<file path="src/rtl/pit_support_pkg.sv">
// Shared constants for the 8253 companion logic: control-port bit positions,
// the default divider increment, and the status-byte read helper.
package pit_support_pkg;

  localparam int CTRL_GATE2_BIT  = 0;
  localparam int CTRL_SPKR_BIT   = 1;
  localparam int STATUS_OUT2_BIT = 5;

  // round(2^24 * 2 * 1.193182 MHz / 50 MHz)
  localparam int unsigned PHASE_INC_50MHZ = 800731;

  // Port 61h read-back: control byte with bit 5 replaced by the live OUT2 level.
  function automatic logic [7:0] status_byte(input logic [7:0] ctrl, input logic out2);
    logic [7:0] r;
    r = ctrl;
    r[STATUS_OUT2_BIT] = out2;
    return r;
  endfunction

endpackage

</file>
<file path="src/rtl/pit_phase_divider.sv">
// Fractional phase-accumulator divider: each carry-out toggles a square wave,
// with the toggle landing one clock after the carry is generated.
module pit_phase_divider #(
  parameter int          ACC_WIDTH = 24,
  parameter int unsigned PHASE_INC = 800731
) (
  input  logic clock_i,
  input  logic reset_i,
  output logic square_o
);

  localparam logic [ACC_WIDTH:0] INC_EXT = (ACC_WIDTH + 1)'(PHASE_INC);

  logic [ACC_WIDTH-1:0] acc_q, acc_d;
  logic [ACC_WIDTH:0]   sum;
  logic                 carry_q, carry_d;
  logic                 square_q, square_d;

  // The residue is kept on wrap, so the long-run rate is exact.
  always_comb begin
    sum      = {1'b0, acc_q} + INC_EXT;
    acc_d    = sum[ACC_WIDTH-1:0];
    carry_d  = sum[ACC_WIDTH];
    square_d = square_q ^ carry_q;
  end

  always_ff @(posedge clock_i or posedge reset_i) begin
    if (reset_i) begin
      acc_q    <= '0;
      carry_q  <= 1'b0;
      square_q <= 1'b0;
    end else begin
      acc_q    <= acc_d;
      carry_q  <= carry_d;
      square_q <= square_d;
    end
  end

  assign square_o = square_q;

endmodule

</file>
<file path="src/rtl/pit_timer_support.sv">
// Glue around the 8253: PIT input clock, IRQ0 pulse from OUT0, and the port 61h
// speaker/gate register with a DC-silence mute on OUT2.
module pit_timer_support
  import pit_support_pkg::*;
#(
  parameter int          ACC_WIDTH      = 24,
  parameter int unsigned PHASE_INC      = PHASE_INC_50MHZ,
  parameter logic [19:0] SILENCE_CYCLES = 20'd1000000,
  parameter logic [7:0]  PORT_RESET     = 8'h00
) (
  input  logic       clock,
  input  logic       reset,
  input  logic       chip_select_n,
  input  logic       read_enable_n,
  input  logic       write_enable_n,
  input  logic [7:0] data_bus_in,
  output logic [7:0] data_bus_out,
  output logic       pit_clock,
  input  logic       counter_0_out,
  input  logic       counter_2_out,
  output logic       counter_2_gate,
  output logic       interrupt_request_0,
  output logic       speaker_out
);

  pit_phase_divider #(
    .ACC_WIDTH (ACC_WIDTH),
    .PHASE_INC (PHASE_INC)
  ) u_divider (
    .clock_i  (clock),
    .reset_i  (reset),
    .square_o (pit_clock)
  );

  // Bus strobes: a write is active while chip_select_n and write_enable_n are
  // both low; data is captured every active cycle and committed on the first
  // inactive cycle. Reads are combinational while both read strobes are low.
  logic wr_active, rd_active;
  assign wr_active = !chip_select_n && !write_enable_n;
  assign rd_active = !chip_select_n && !read_enable_n;

  logic [7:0]  ctrl_q, ctrl_d;
  logic [7:0]  wr_data_q, wr_data_d;
  logic        wr_act_q;
  logic        c0_q, c0_qq, irq_q, irq_d;
  logic        c2_q, c2_qq;
  logic [19:0] sil_cnt_q, sil_cnt_d;
  logic        silent_q, silent_d;
  logic        spk_q, spk_d;

  always_comb begin
    wr_data_d = wr_active ? data_bus_in : wr_data_q;
    ctrl_d    = (wr_act_q && !wr_active) ? wr_data_q : ctrl_q;
    irq_d     = c0_q && !c0_qq;
    sil_cnt_d = sil_cnt_q;
    silent_d  = silent_q;
    if (c2_q != c2_qq) begin
      sil_cnt_d = '0;
      silent_d  = 1'b0;
    end else begin
      if (sil_cnt_q != SILENCE_CYCLES) sil_cnt_d = sil_cnt_q + 20'd1;
      if (sil_cnt_d == SILENCE_CYCLES) silent_d = 1'b1;
    end
    spk_d = ctrl_q[CTRL_SPKR_BIT] && c2_q && !silent_q;
  end

  always_ff @(posedge clock or posedge reset) begin
    if (reset) begin
      ctrl_q    <= PORT_RESET;
      wr_data_q <= 8'h00;
      wr_act_q  <= 1'b0;
      c0_q      <= 1'b0;
      c0_qq     <= 1'b0;
      irq_q     <= 1'b0;
      c2_q      <= 1'b0;
      c2_qq     <= 1'b0;
      sil_cnt_q <= '0;
      silent_q  <= 1'b1;
      spk_q     <= 1'b0;
    end else begin
      ctrl_q    <= ctrl_d;
      wr_data_q <= wr_data_d;
      wr_act_q  <= wr_active;
      c0_q      <= counter_0_out;
      c0_qq     <= c0_q;
      irq_q     <= irq_d;
      c2_q      <= counter_2_out;
      c2_qq     <= c2_q;
      sil_cnt_q <= sil_cnt_d;
      silent_q  <= silent_d;
      spk_q     <= spk_d;
    end
  end

  assign data_bus_out        = rd_active ? status_byte(ctrl_q, c2_q) : 8'h00;
  assign counter_2_gate      = ctrl_q[CTRL_GATE2_BIT];
  assign interrupt_request_0 = irq_q;
  assign speaker_out         = spk_q;

endmodule

</file>
<file path="config.mk">
export PLATFORM = sky130hd
export DESIGN_NAME = pit_timer_support
export DESIGN_NICKNAME = d
export VERILOG_FILES = /design/src/rtl/pit_support_pkg.sv /design/src/rtl/pit_phase_divider.sv /design/src/rtl/pit_timer_support.sv
export SDC_FILE = /design/constraint.sdc
export NUM_CORES = 1
export LEC_CHECK = 0
export ABC_AREA = 1
export ABC_CLOCK_PERIOD_IN_PS = 1540
export CORE_MARGIN = 2
export CORE_UTILIZATION = 53
export DETAILED_ROUTE_END_ITERATION = 8
export PLACE_DENSITY = 0.87
export REMOVE_ABC_BUFFERS = 1
export SLEW_MARGIN = 20
export SYNTH_ARGS = -nofsm -noshare
export SYNTH_HDL_FRONTEND = slang
export SYNTH_HIERARCHICAL = 1
export SYNTH_SLANG_ARGS = --single-unit
</file>
<file path="constraint.sdc">
create_clock -name clock -period 1.54 [get_ports clock]
set_input_delay 0.308 -clock clock [delete_from_list [all_inputs] [get_ports clock]]
set_output_delay 0.308 -clock clock [all_outputs]
set_load 0.01 [all_outputs]
</file>
### Word-level counts from Yosys, hierarchy flattened

Cells that the tools add are included.

* register bits: 70
* input port bits: 15
* logic and storage cells: 39
* output and inout bits: 12

* add/sub/neg operators: 2
* muxes and demuxes: 6
* reductions and logical operators: 13
* bitwise gates (word level): 1
* equal/unequal tests: 3

Operator list (count)
* $mux 20: 3
* $add 24x20->25 const B: 1
* $add 20x1->20 const B: 1
* $eq 20x20->1 const B: 1
* $ne 20x20->1 const B: 1
* $mux 8: 1
* $logic_and 1x1->1: 6
* $logic_not 1->1: 6
* $mux 1: 2
* $reduce_bool 2->1: 1
* $ne 1x1->1: 1
* $xor 1x1->1: 1

### Depth between registers and ports, before layout

* depth in word-level cells: 6
* gate-level depth with buffers: 13
* depth with buffers taken out: 13

### By module

Netlist, hierarchy kept.

Modules (own cells, without submodules)
* pit_timer_support: sequential area each 1052.3 um^2, area each 2269.7 um^2, cells an instance 305, times used 1
* pit_phase_divider: sequential area each 650.6 um^2, area each 1682.9 um^2, cells an instance 252, times used 1

### Worst setup path after synthesis

OpenSTA, ideal clock, no wires.

* path kind: register to register
* start: register sil_cnt_q[0]
* end: register silent_q
* required time: 1472 ps
* setup slack: 9 ps
* period minus slack after synthesis: 1531 ps
* data arrival time: 1463 ps
* library setup time: 68 ps
* buffers on the path: 0
* stages on the path, launching flop included: 11
* cell sequence: dfrtp_1 > ha_1 > nand3_2 > nor2_4 > nand2_2 > xor2_1 > nor2_1 > nand2_1 > nor2_1 > nand3_1 > a21oi_2

* cells in the longest elaborated chain, start to end: 5
* elaborated cells between the ends (all ways): 6
* classes of those cells: 1 x add/sub; 2 x eq/ne; 2 x mux; 1 x reduce/logical

Ends and longest elaborated chain
* start, declared: line pit_timer_support.sv:47 `logic [19:0] sil_cnt_q, sil_cnt_d;`
* start signal, assigned: line pit_timer_support.sv:89 `sil_cnt_q <= sil_cnt_d;`
* $add 20x1->20 or $ne 20x20->1 (tied branches): line pit_timer_support.sv:61 `if (sil_cnt_q != SILENCE_CYCLES) sil_cnt_d = sil_cnt_q + 20'd1;`
* $mux 20 *: line pit_timer_support.sv:61
* $mux 20 *: line pit_timer_support.sv:57 `if (c2_q != c2_qq) begin`
* $eq 20x20->1 *: line pit_timer_support.sv:62 `if (sil_cnt_d == SILENCE_CYCLES) silent_d = 1'b1;`
* $reduce_bool 2->1 (no line) *
* end signal, assigned: line pit_timer_support.sv:90 `silent_q <= silent_d;`
* end, declared: line pit_timer_support.sv:48 `logic silent_q, silent_d;`

Every way passes the cells marked *; elsewhere a longest branch is shown, timed or not. The select of a mux whose other input is x is not followed.
A chain may end at the register's enable or synchronous reset.

### Final worst setup path

* start: register sil_cnt_q[13]
* end: register silent_q

The elaborated chain is that of the path after synthesis.

==> results.md <==
- Critical Path Slowest Stage Cell: dfrtp_1
- Die Y: 90.4 um
- CTS Buf Count: 9
- WL/cell: 14.1 um
- # DRC: 0
- First DRT Iteration DRCs: 232
- WP buf/inv: 1
- Period minus WS final: 1860 ps
- Routed Antenna Nets: 0
- Post-synthesis sequential area ratio: 43.1%
- Pwr dens: 756 nW/um^2
- CP arrival: 2150 ps
- Post-detailed-routing wire length: 10600 um
- Outcome: finished with violations
- Die width: 90.4 um
- DR top layer: met4
- IO Port Bufs: 25
- Layout cells sized above 1: 26.6%
- CTS Root Buffer Type: clkbuf_8
- Initial core utilization: 54.5%
- Clock Latency Late Sink: 360 ps
- Clk sink count: 68
- Global-route wire length before repair: 17300 um
- Hold-fix buffers at CTS: 0
- Via count of the first global-routing pass: 4056
- Unique masters post-synth: 31
- # H-tree levels: 3
- VDD IR max: 0.000430 V
- Fin util: 71.1%
- Final WS setup: -317 ps
- CP max stage delay: 450 ps
- Average size of a mapped cell: 7.10 sq um
- Total gr overflow: 0
- HPWL Detailed: 6980 um
- Fin area: 5160 sq um
- Post-Syn Area: 3950 sq um
- Crit path capture type: flip-flop
- First-pass DRT Iterations: 6
- Critical Path Fanout Max: 4
- LEAKAGE: 0.00257 uW
- Area post-placement: 4690 sq um
- Delay-heaviest family, CP: simple AND/OR/NAND/NOR gates
- Setup CP Type: flip-flop to flip-flop
- Slew margin rel.: 75.7%
- Reg clk slew, reported paths: 80 ps
- Net count, final: 668
- CORE AREA: 7250 sq um
- Max clock buf depth: 2
- Max Freq: 539 MHz
- # diodes: 0
- Area delta synth->final: 30.5%
- Warnings from Yosys: 6
- FP Rows: 31
- RSZ-0062 raised after global routing: yes
- Initial antenna violation count: 0
- Worst path cell trace: nand2_1 -> inv_1 -> nand3_1 -> nor2_1 -> nand3_2 -> nand2_2 -> nand2_1 -> nor2_2 -> nand3_2 -> a21oi_2
- Setup violations, final: 2
- Setup TNS: -359 ps
- DR WL met3: 574 um
- CTS tree: done
- Worst EP required: 1840 ps
- Post-synthesis sequential element count: 68
- Max Slew Vio Count: 0
- Mapped Cells: 557
- Total track usage: 26.1%
- Period utilization: 121%
- Hold Vio Cnt, Final: 0
- Met2 wire len: 5450 um
- Die Area: 8160 sq um
- Met1 WL: 4140 um
- Overall Power: 3900 uW
- Failing checks: setup timing
- Largest net degree at the start of global routing: 27
- Hold Path Class: input port to asynchronous set/reset pin
- Crit path launch type: flip-flop
- Vias: 3920
- Clk_skew: 10.9 ps
- Slew @ Worst Pin: 364 ps
- Vias/cell: 5.20
- I/O Pins: 27
- MaxCap Viol Count: 0
- Final GP Congestion: 0.918
-- synth_stat cells, drive strengths merged --
library cell | instances | area [sq um]
a21oi | 14 | 85.1
a31oi | 1 | 6.26
and3 | 1 | 6.26
buf | 1 | 7.51
clkbuf | 5 | 18.8
clkinv | 2 | 7.51
dfrtp | 67 | 1680
dfstp | 1 | 26.3
ha | 3 | 37.5
inv | 98 | 368
nand2 | 169 | 664
nand3 | 35 | 180
nand4 | 10 | 62.6
nor2 | 96 | 425
nor3 | 5 | 35.0
o21ai | 23 | 123
o21bai | 2 | 15.0
or2 | 1 | 6.26
xnor2 | 3 | 26.3
xor2 | 20 | 175
-- worst register-to-register path: stages, from the launching register on --
cell	delay [ps]
dfrtp_1	450
nand2_1	150
inv_1	110
nand3_1	120
nor2_1	260
nand3_2	140
nand2_2	100
nand2_1	80
nor2_2	140
nand3_2	100
a21oi_2	160
-- flip-flops by register name, indices dropped and copies added (netlist names) --
name,cells
c2_qq,1
wr_data_q,7
c0_qq,1
u_divider/square_o,1
ctrl_q,7
wr_act_q,1
u_divider/acc_q,24
u_divider/carry_q,1
c0_q,1
interrupt_request_0,1
sil_cnt_q,20
c2_q,1
speaker_out,1
silent_q,1
-- report_power, final --
group          total (uW)  leakage [uW]  internal (uW)  switching [uW]
combinational         434       0.00163            197             237
clock                1540     0.0000984            771             765
sequential           1930      0.000840           1870            59.7
-- final cells by class --
class	instances	area, sq um
Clock buffer	9	124
Clock inverter	7	82.6
Fill cell	512	2100
Inverter	100	375
Multi-Input combinational cell	383	2030
Sequential cell	68	1710
Tap cell	99	124
Timing Repair Buffer	88	707
-- placed cells by master, fill, tap and decap left out, types with 6 or more instances in the layout --
| cell type | instances |
|---|---|
| dfrtp_2 | 6 |
| nand4_1 | 10 |
| nand3_1 | 29 |
| nand2_1 | 150 |
| o21ai_0 | 18 |
| nand2_2 | 14 |
| nor2_2 | 20 |
| clkbuf_2 | 7 |
| clkdlybuf4s50_1 | 11 |
| xor2_1 | 18 |
| inv_2 | 11 |
| a21oi_1 | 10 |
| clkbuf_8 | 9 |
| buf_4 | 58 |
| inv_1 | 89 |
| dfrtp_1 | 61 |
| nor2_1 | 67 |
| nor2_4 | 9 |
-- layer usage --
| metal | vias up | global-route usage (%) |
|---|---|---|
| met5 | - | 0 |
| met4 | 0 | 12.7 |
| met3 | 52 | 7.18 |
| met2 | 150 | 46.7 |
| met1 | 1837 | 28.4 |
| li1 | 1881 | - |
-- logic make-up after synthesis --
kind of cell	after synthesis	synth area share (%)
xor gates and xnor gates	23	5.10
AOI/OAI and AO/OA	40	5.79
DFF	68	43.1
and+or+nand+nor	317	34.9
buffers and inverters	106	10.2
adders and majority gates	3	0.950
-- per-stage QoR --
step	worst slack, ps	hold slack, ps	instances
3_5_place_dp	-545	369	725
6_report	-317	248	754
3_3_place_gp	-493	361	725
4_1_cts	-166	261	751
5_1_grt	-356	275	754
2_1_floorplan	5.10	339	551
-- path summary, 6_finish.rpt --
| kind | from | slack [ps] | cells after the start | endpoint |
|---|---|---|---|---|
| max | sil_cnt_q[13] | -320 | 10 | silent_q |
| min | reset | 250 | 2 | sil_cnt_q[9] |
| max reg2reg | sil_cnt_q[13] | -320 | 10 | silent_q |
| min reg2reg | c0_q | 410 | 0 | c0_qq |
| max in group asynchronous | reset | 800 | 3 | sil_cnt_q[0] |
| min in group clock | counter_0_out | 390 | 1 | c0_q |
-- repair_timing --
item	CTS	global route
resized for setup	30	65
setup endpoints to repair	13	27
pin swaps	11	24
setup buffers	10	3
Power figures use the tool's default switching activity.
